==> config.mk <==
export PLATFORM = sky130hd
export DESIGN_NAME = seq_shifter
export DESIGN_NICKNAME = d
export VERILOG_FILES = /design/src/rtl/seq_shifter.sv
export SDC_FILE = /design/constraint.sdc
export NUM_CORES = 1
export LEC_CHECK = 0
export BUFFER_PORTS_ARGS = -buffer_cell sky130_fd_sc_hd__buf_2
export CORE_MARGIN = 2
export CORE_UTILIZATION = 58
export DETAILED_ROUTE_END_ITERATION = 12
export PLACE_DENSITY = 0.84
export SLEW_MARGIN = 20
export SYNTH_ARGS = -nofsm -noshare
export SYNTH_HDL_FRONTEND = slang
export SYNTH_SLANG_ARGS = --single-unit
==> constraint.sdc <==
create_clock -name clk -period 3.3 [get_ports clk]
set_clock_uncertainty 0.1 [all_clocks]
set_input_delay 0.33 -clock clk [delete_from_list [all_inputs] [get_ports clk]]
set_output_delay 0.33 -clock clk [all_outputs]
set_load 0.01 [all_outputs]
==> src/rtl/seq_shifter.sv <==
// seq_shifter: bit-serial LSL/LSR/ASR/(ROR) shift unit with valid/ready handshakes
// Optional rotate-right is enabled by defining SEQ_SHIFTER_ROR_EN.
// Ports:
//   clk, reset          clock, asynchronous active-high reset
//   in_valid/in_ready   request handshake (in_ready high only in IDLE)
//   in_data, op, amt    operand, opcode (000 pass 001 LSL 010 LSR 011 ASR 100 ROR), shift amount
//   out_valid/out_ready result handshake (out_valid high only in DONE)
//   sout, cout          registered result and last bit shifted/rotated out
module seq_shifter #(
    parameter int WIDTH = 16,
    parameter int AMT_W = $clog2(WIDTH) + 1
) (
    input  logic             clk,
    input  logic             reset,
    input  logic             in_valid,
    output logic             in_ready,
    input  logic [WIDTH-1:0] in_data,
    input  logic [2:0]       op,
    input  logic [AMT_W-1:0] amt,
    output logic             out_valid,
    input  logic             out_ready,
    output logic [WIDTH-1:0] sout,
    output logic             cout
);
    localparam logic [1:0] IDLE  = 2'd0;
    localparam logic [1:0] SHIFT = 2'd1;
    localparam logic [1:0] DONE  = 2'd2;
    localparam logic [AMT_W-1:0] W_AMT = AMT_W'(WIDTH);

    logic [1:0]       state;
    logic [WIDTH-1:0] work, step;
    logic             wcout, step_c;
    logic [2:0]       op_q;
    logic [AMT_W-1:0] cnt, load_cnt, sat;

    assign in_ready  = (state == IDLE);
    assign out_valid = (state == DONE);
    assign sat       = (amt >= W_AMT) ? W_AMT : amt;

    always_comb begin
        load_cnt = '0;
        case (op)
            3'b001, 3'b010, 3'b011: load_cnt = sat;
`ifdef SEQ_SHIFTER_ROR_EN
            3'b100: load_cnt = amt % W_AMT;
`endif
            default: load_cnt = '0;
        endcase
    end

    // One-bit step of the latched operation; pass codes never step (count is 0).
    always_comb begin
        step   = work;
        step_c = wcout;
        case (op_q)
            3'b001: begin step = {work[WIDTH-2:0], 1'b0};        step_c = work[WIDTH-1]; end
            3'b010: begin step = {1'b0, work[WIDTH-1:1]};        step_c = work[0];       end
            3'b011: begin step = {work[WIDTH-1], work[WIDTH-1:1]}; step_c = work[0];     end
`ifdef SEQ_SHIFTER_ROR_EN
            3'b100: begin step = {work[0], work[WIDTH-1:1]};     step_c = work[0];       end
`endif
            default: begin step = work; step_c = wcout; end
        endcase
    end

    // sout/cout are separate from the working register so the previous
    // result stays visible until the next one is ready.
    always_ff @(posedge clk or posedge reset) begin
        if (reset) begin
            state <= IDLE;
            work  <= '0;
            wcout <= 1'b0;
            op_q  <= '0;
            cnt   <= '0;
            sout  <= '0;
            cout  <= 1'b0;
        end else begin
            case (state)
                IDLE: if (in_valid) begin
                    work  <= in_data;
                    op_q  <= op;
                    wcout <= 1'b0;
                    cnt   <= load_cnt;
                    state <= SHIFT;
                end
                SHIFT: if (cnt == '0) begin
                    sout  <= work;
                    cout  <= wcout;
                    state <= DONE;
                end else begin
                    work  <= step;
                    wcout <= step_c;
                    cnt   <= cnt - AMT_W'(1);
                end
                DONE: if (out_ready) state <= IDLE;
                default: state <= IDLE;
            endcase
        end
    end
endmodule
======== Yosys cells after proc, flatten, opt, wreduce, memory -nomap -nowiden ========
Cells that the tools add are included.
Widths: inputs -> output; s select.
storage, ports and cells
  latch bits .............................. 0
  RAM bits ................................ 0
  flip-flop bits (word level) ............. 44
  memory bits (read-only) ................. 0
  memories ................................ 0
operators by class
  divide/modulo/power cells ............... 0
  $mul .................................... 0
  $lt $le $gt $ge ......................... 1
  $add $sub $neg .......................... 1
  eq/ne operators ......................... 16
  muxes and demuxes ....................... 17
  reductions and logical operators ........ 12
  shift-type cells ........................ 0
  bitwise gates (word level) .............. 0
operators by type and width
  kind                 count
  $pmux 16 s3          1
  $mux 16              2
  $pmux 16 s2          1
  $mux 5               4
  $eq 3x2->1 const B   4
  $pmux 5 s2           1
  $ne 2x2->1 const B   4
  $reduce_and 4->1     2
  $eq 3x1->1 const B   2
  $mux 2               3
  $pmux 2 s3           1
  $reduce_and 3->1     2
  $ge 5x5->1 const B   1
  $logic_not 5->1      1
  $reduce_and 5->1     1
  $sub 5x1->5 const B  1
  $ne 4x1->1 const B   1
  $pmux 1 s2           2
  $reduce_and 2->1     2
  $ne 3x1->1 const B   1
  $ne 3x2->1 const B   1
  $reduce_or 3->1      1
  $eq 2x1->1 const B   1
  $eq 2x2->1 const B   1
  other kinds (5)      6

======== Depth between registers and ports, before layout ========
  word-level depth ........................ 5
  mapped depth ............................ 7
  mapped depth without buffers ............ 6

======== Least setup slack after synthesis ========
OpenSTA, ideal clock, no wires.
  kind .................................... register to register
  start point ............................. register cnt[0]
  end point ............................... register work[0]
  period minus slack after synthesis ...... 1.762 ns
  data arrival time ....................... 1.538 ns
  library setup time ...................... 0.125 ns
  stages on the path, launching flop included .. 8
  setup slack ............................. 1.538 ns
  data required time ...................... 3.075 ns
  cells stage by stage .................... dfrtp_1 inv_1 ha_1 and4bb_4 nand2_4 nand3b_4 buf_6 mux2_2
on the way
  longest elaborated chain between the ends .. 3
ends and longest elaborated chain
  what                               line  source
  start, declared                    34    logic [AMT_W-1:0] cnt, load_cnt, sat;
  start signal, assigned             83    cnt <= load_cnt;
  start signal, assigned             93    cnt <= cnt - AMT_W'(1);
  $logic_not 5->1                    86    SHIFT: if (cnt == '0) begin
  $ne 2x2->1 (no source line)        -
  $reduce_and 4->1 (no source line)  -
  end signal, assigned               80    work <= in_data;
  end signal, assigned               91    work <= step;
  end, declared                      31    logic [WIDTH-1:0] work, step;
No other way between the ends.
A chain may end at the register's enable or synchronous reset.

======== Final worst setup path ========
  start point ............................. register cnt[0]
  end point ............................... register wcout
on the way
  longest elaborated chain between the ends .. 3
ends and longest elaborated chain
  what                               line  source
  $logic_not 5->1                    86
  $ne 2x2->1 (no source line)        -
  $reduce_and 4->1 (no source line)  -
  end signal, assigned               92    wcout <= step_c;
  end, declared                      32    logic wcout, step_c;
No other way between the ends.

==> flow_metrics.py <==
metrics = {
    "worst_setup_path": {
        "worst_path_largest_cell_delay_ns": 0.40,
        "worst-setup-path-type": "reg -> reg",
        "worst_ep_arrival_time_ns": 2.18,
        "critical_path_peak_fanout": 20,
        "worst_ep_required_time_ns": 3.38,
        "ff2ff_path_depth": 6,
        "critical_path.startpoint": "cnt[0]$_DFFE_PP0P_",
        "cpLargestDelayFamily": "simple AND/OR/NAND/NOR gates",
        "worstPathCellList": "inv_1 > ha_1 > and4bb_4 > nand2_4 > nand3b_4 > mux2_2",
        "regToRegStartpoint": "cnt[0]$_DFFE_PP0P_",
        "critical_path.reg2reg.endpoint": "wcout$_DFFE_PP0P_",
        "cp.buffers_inverters": 1,
        "critPathSlowestCell": "sky130_fd_sc_hd__dfrtp_1",
        "critical_path.startpoint_type": "flip-flop",
        "reg2reg_setup_slack_ns": 1.21,
        "cp_endpoint_kind": "flip-flop",
    },
    "final_layout": {
        "post_route_cells_drive_above_1_share_pct": 38.79,
        "postLayoutCoreUtil_pct": 69.40,
        "insertedDiodeCount": 0,
        "layout_area_growth_over_synthesis_pct": 13.41,
        "layout.nets": 261,
        "filler_cells_inserted": 288,
        "final_area_mm2": 0.002560,
    },
    "cts": {
        "buffer_count_from_post_cts_setup_fixing": 0,
        "post_cts_resized": 0,
        "htree_num_levels": 2,
        "hold_buffers": 0,
        "clk_latency_ns": 0.29,
        "clock-sinks": 44,
        "tritoncts": "done",
        "clk_transition_reported_paths_ns": 0.08,
        "tritoncts.num_buffers": 5,
        "cts_root_buffer": "sky130_fd_sc_hd__clkbuf_8",
        "clk_path_buf_depth": 2,
    },
    "synthesis": {
        "synth.distinct_cells": 30,
        "synthesis.instances": 188,
        "ys_seq_area_share_pct": 48.78,
        "ys_warn_count": 0,
        "number_of_flops_mapped_to_enable_cells_by_yosys": 0,
        "synthesis.area_per_instance_um2": 12.01,
        "postSynth.asyncResetShare_pct": 100.0,
        "syn-cell-area_mm2": 0.002257,
        "ys_dominant_reg_cell": "sky130_fd_sc_hd__dfrtp_1",
        "synth.ff_latch_count": 44,
        "syn-num-nets": 217,
    },
    "grt": {
        "grt_use_total_pct": 20.42,
        "grt_pass1_wl_um": 6803,
        "pin_count_of_the_biggest_net_entering_global_routing": 45,
        "total_congestion_overflow": 0,
        "antenna_violations_before_repair": 0,
        "first_global_vias": 1498,
    },
    "placed_design": {
        "place_congestion": 0.7799,
        "place_area_mm2": 0.002480,
        "port_buffers": 46,
        "dp_worst_setup_slack_ns": 1.068,
        "dp.final_hpwl_um": 2770,
    },
    "die": {
        "die_extent_in_y_um": 66.39,
        "placeableCoreArea_mm2": 0.003689,
        "floorplan.io_pins": 47,
        "design.die.area_mm2": 0.004407,
        "initial_utilization_pct": 61.19,
        "die-width_um": 66.39,
        "floorplan.rows": 22,
    },
    "min_path": {
        "hold_path_class": "in -> async",
    },
    "timing": {
        "finalCriticalPeriod_ns": 2.093,
        "finalSetupViolCount": 0,
        "min_period_over_period_pct": 63.43,
        "max_slew_margin_vs_limit_pct": 61.56,
        "maxSlewViolCount": 0,
        "worst-slew-pin-transition_ns": 0.5722,
        "achievable-frequency_mhz": 477.7,
        "finalHoldViolations": 0,
        "finalWorstSetupSlack_ns": 1.207,
        "setup_repair_after_global_routing_missed_its_margin": "false",
        "aggregate_negative_setup_slack_ns": 0,
    },
    "detailed_routing": {
        "drt-wirelength-per-cell_um": 14.14,
        "drt_first_iter_violations": 104,
        "drc": 0,
        "vias": 1488,
        "drt_pre_antenna_iters": 4,
        "postRouteAntennaNets": 0,
        "drt-total-wl_um": 3959,
        "detail_route.vias_per_cell": 5.314,
    },
    "power": {
        "cellPowerDensity_mw_per_mm2": 1010,
        "totalPowerFinal_mw": 2.586,
        "vdd_ir_drop_max_v": 0.0005154,
        "p_leak_nw": 1.265,
    },
    "outcome": {
        "outcome": "completed",
    },
    "run": {
        "maxCapViolations": 0,
    },
}
[through the flow]
step / cells / hold WS [ns]
3_3_place_gp: 273 / 0.3717
6_report: 280 / 0.04235
4_1_cts: 280 / 0.07020
5_1_grt: 280 / 0.1061
3_5_place_dp: 273 / 0.3755
2_1_floorplan: 188 / 0.3373
[layer usage]
layer | GRT usage (%) | wire, µm | vias to the layer above
met5 | 0 | 0 | -
met3 | 4.940 | 172 | 3
met1 | 27.23 | 1873 | 704
met2 | 32.63 | 1882 | 35
li1 | - | - | 746
met4 | 6.888 | 30 | 0
[kinds of logic after synthesis]
group           after synthesis  share of synthesized area [%]
simple gates                 43                          10.20
mux                          52                          26.61
buf+inv                      18                          4.933
flops                        44                          48.78
fa+ha+maj                     1                         0.5542
compound gates               30                          8.925
[cell usage after synthesis (3+ instances only)]
library cell              number  share of area, %
sky130_fd_sc_hd__dfrtp_1      44                49
sky130_fd_sc_hd__mux2_2       18               9.0
sky130_fd_sc_hd__nand2_1      18               3.0
sky130_fd_sc_hd__o21ai_0      16               3.5
sky130_fd_sc_hd__mux2i_1      15               6.7
sky130_fd_sc_hd__mux2_1       10               5.0
sky130_fd_sc_hd__nor2_1       10               1.7
sky130_fd_sc_hd__mux2_4        9               6.0
sky130_fd_sc_hd__inv_1         7               1.2
sky130_fd_sc_hd__buf_2         5               1.1
sky130_fd_sc_hd__a21oi_1       4              0.89
sky130_fd_sc_hd__a22o_1        4               1.6
sky130_fd_sc_hd__buf_6         4               2.0
sky130_fd_sc_hd__nand3_1       3              0.66
[cell usage in the layout (no fill, tap or decap)]
cell,n
sky130_fd_sc_hd__buf_2,46
sky130_fd_sc_hd__clkinv_2,1
sky130_fd_sc_hd__nand3_1,3
sky130_fd_sc_hd__a22o_1,4
sky130_fd_sc_hd__a22oi_1,1
sky130_fd_sc_hd__nor2b_1,1
sky130_fd_sc_hd__nor2_2,1
sky130_fd_sc_hd__clkbuf_8,5
sky130_fd_sc_hd__a221oi_4,1
sky130_fd_sc_hd__dfrtp_1,44
sky130_fd_sc_hd__and4bb_4,1
sky130_fd_sc_hd__nand2_1,18
sky130_fd_sc_hd__buf_4,2
sky130_fd_sc_hd__o21ai_0,16
sky130_fd_sc_hd__nand4b_1,1
sky130_fd_sc_hd__clkbuf_1,1
sky130_fd_sc_hd__nor2b_2,1
sky130_fd_sc_hd__inv_1,6
sky130_fd_sc_hd__mux2_4,9
sky130_fd_sc_hd__clkinv_1,1
sky130_fd_sc_hd__mux2_2,18
sky130_fd_sc_hd__ha_1,1
sky130_fd_sc_hd__nand2_4,1
sky130_fd_sc_hd__o22ai_2,1
sky130_fd_sc_hd__nor3_1,2
sky130_fd_sc_hd__nand3b_4,1
sky130_fd_sc_hd__nand2b_1,1
sky130_fd_sc_hd__a21oi_1,4
sky130_fd_sc_hd__a32o_1,1
sky130_fd_sc_hd__mux2_1,10
sky130_fd_sc_hd__nor2_1,10
sky130_fd_sc_hd__o21ai_1,2
sky130_fd_sc_hd__mux2i_1,15
sky130_fd_sc_hd__nand2b_2,1
sky130_fd_sc_hd__nor4_2,1
[power by group]
| part | internal (mW) | leakage, nW | switching (mW) |
|---|---|---|---|
| clock | 0.144 | 0.0410 | 0.170 |
| combinational | 0.678 | 0.676 | 0.595 |
| sequential | 0.798 | 0.549 | 0.203 |
| total | 1.62 | 1.27 | 0.967 |
[layout make-up]
type | instances | area, µm² | share of cell area, %
tap | 48 | 60.06 | 2.346
inverter | 7 | 26.28 | 1.026
clock inverter | 1 | 5.005 | 0.1955
clock buffer | 6 | 72.57 | 2.835
timing repair buffer | 48 | 245.2 | 9.580
sequential | 44 | 1101 | 43.01
multi-input combinational | 126 | 1050 | 41.01
[flip-flops by register name, summed over array words and instances (netlist names)]
register,flops
sout,16
work,16
cnt,5
op_q,3
state,2
cout,1
wcout,1
[worst min-delay path, stage by stage]
cell	delay, ns
sky130_fd_sc_hd__buf_2	0.10
sky130_fd_sc_hd__clkinv_1	0.03
sky130_fd_sc_hd__buf_4	0.44
[worst max-delay path by stage]
stage | end | slack (ns) | depth (start not counted)
CTS | work[15]$_DFFE_PP0P_ | 1.06 | 4
global route | wcout$_DFFE_PP0P_ | 1.07 | 6
floorplan | work[0]$_DFFE_PP0P_ | 1.54 | 7
finish | wcout$_DFFE_PP0P_ | 1.21 | 6
global placement | work[15]$_DFFE_PP0P_ | 1.15 | 4
detailed placement | work[15]$_DFFE_PP0P_ | 1.07 | 4
Power figures use the tool's default switching activity.
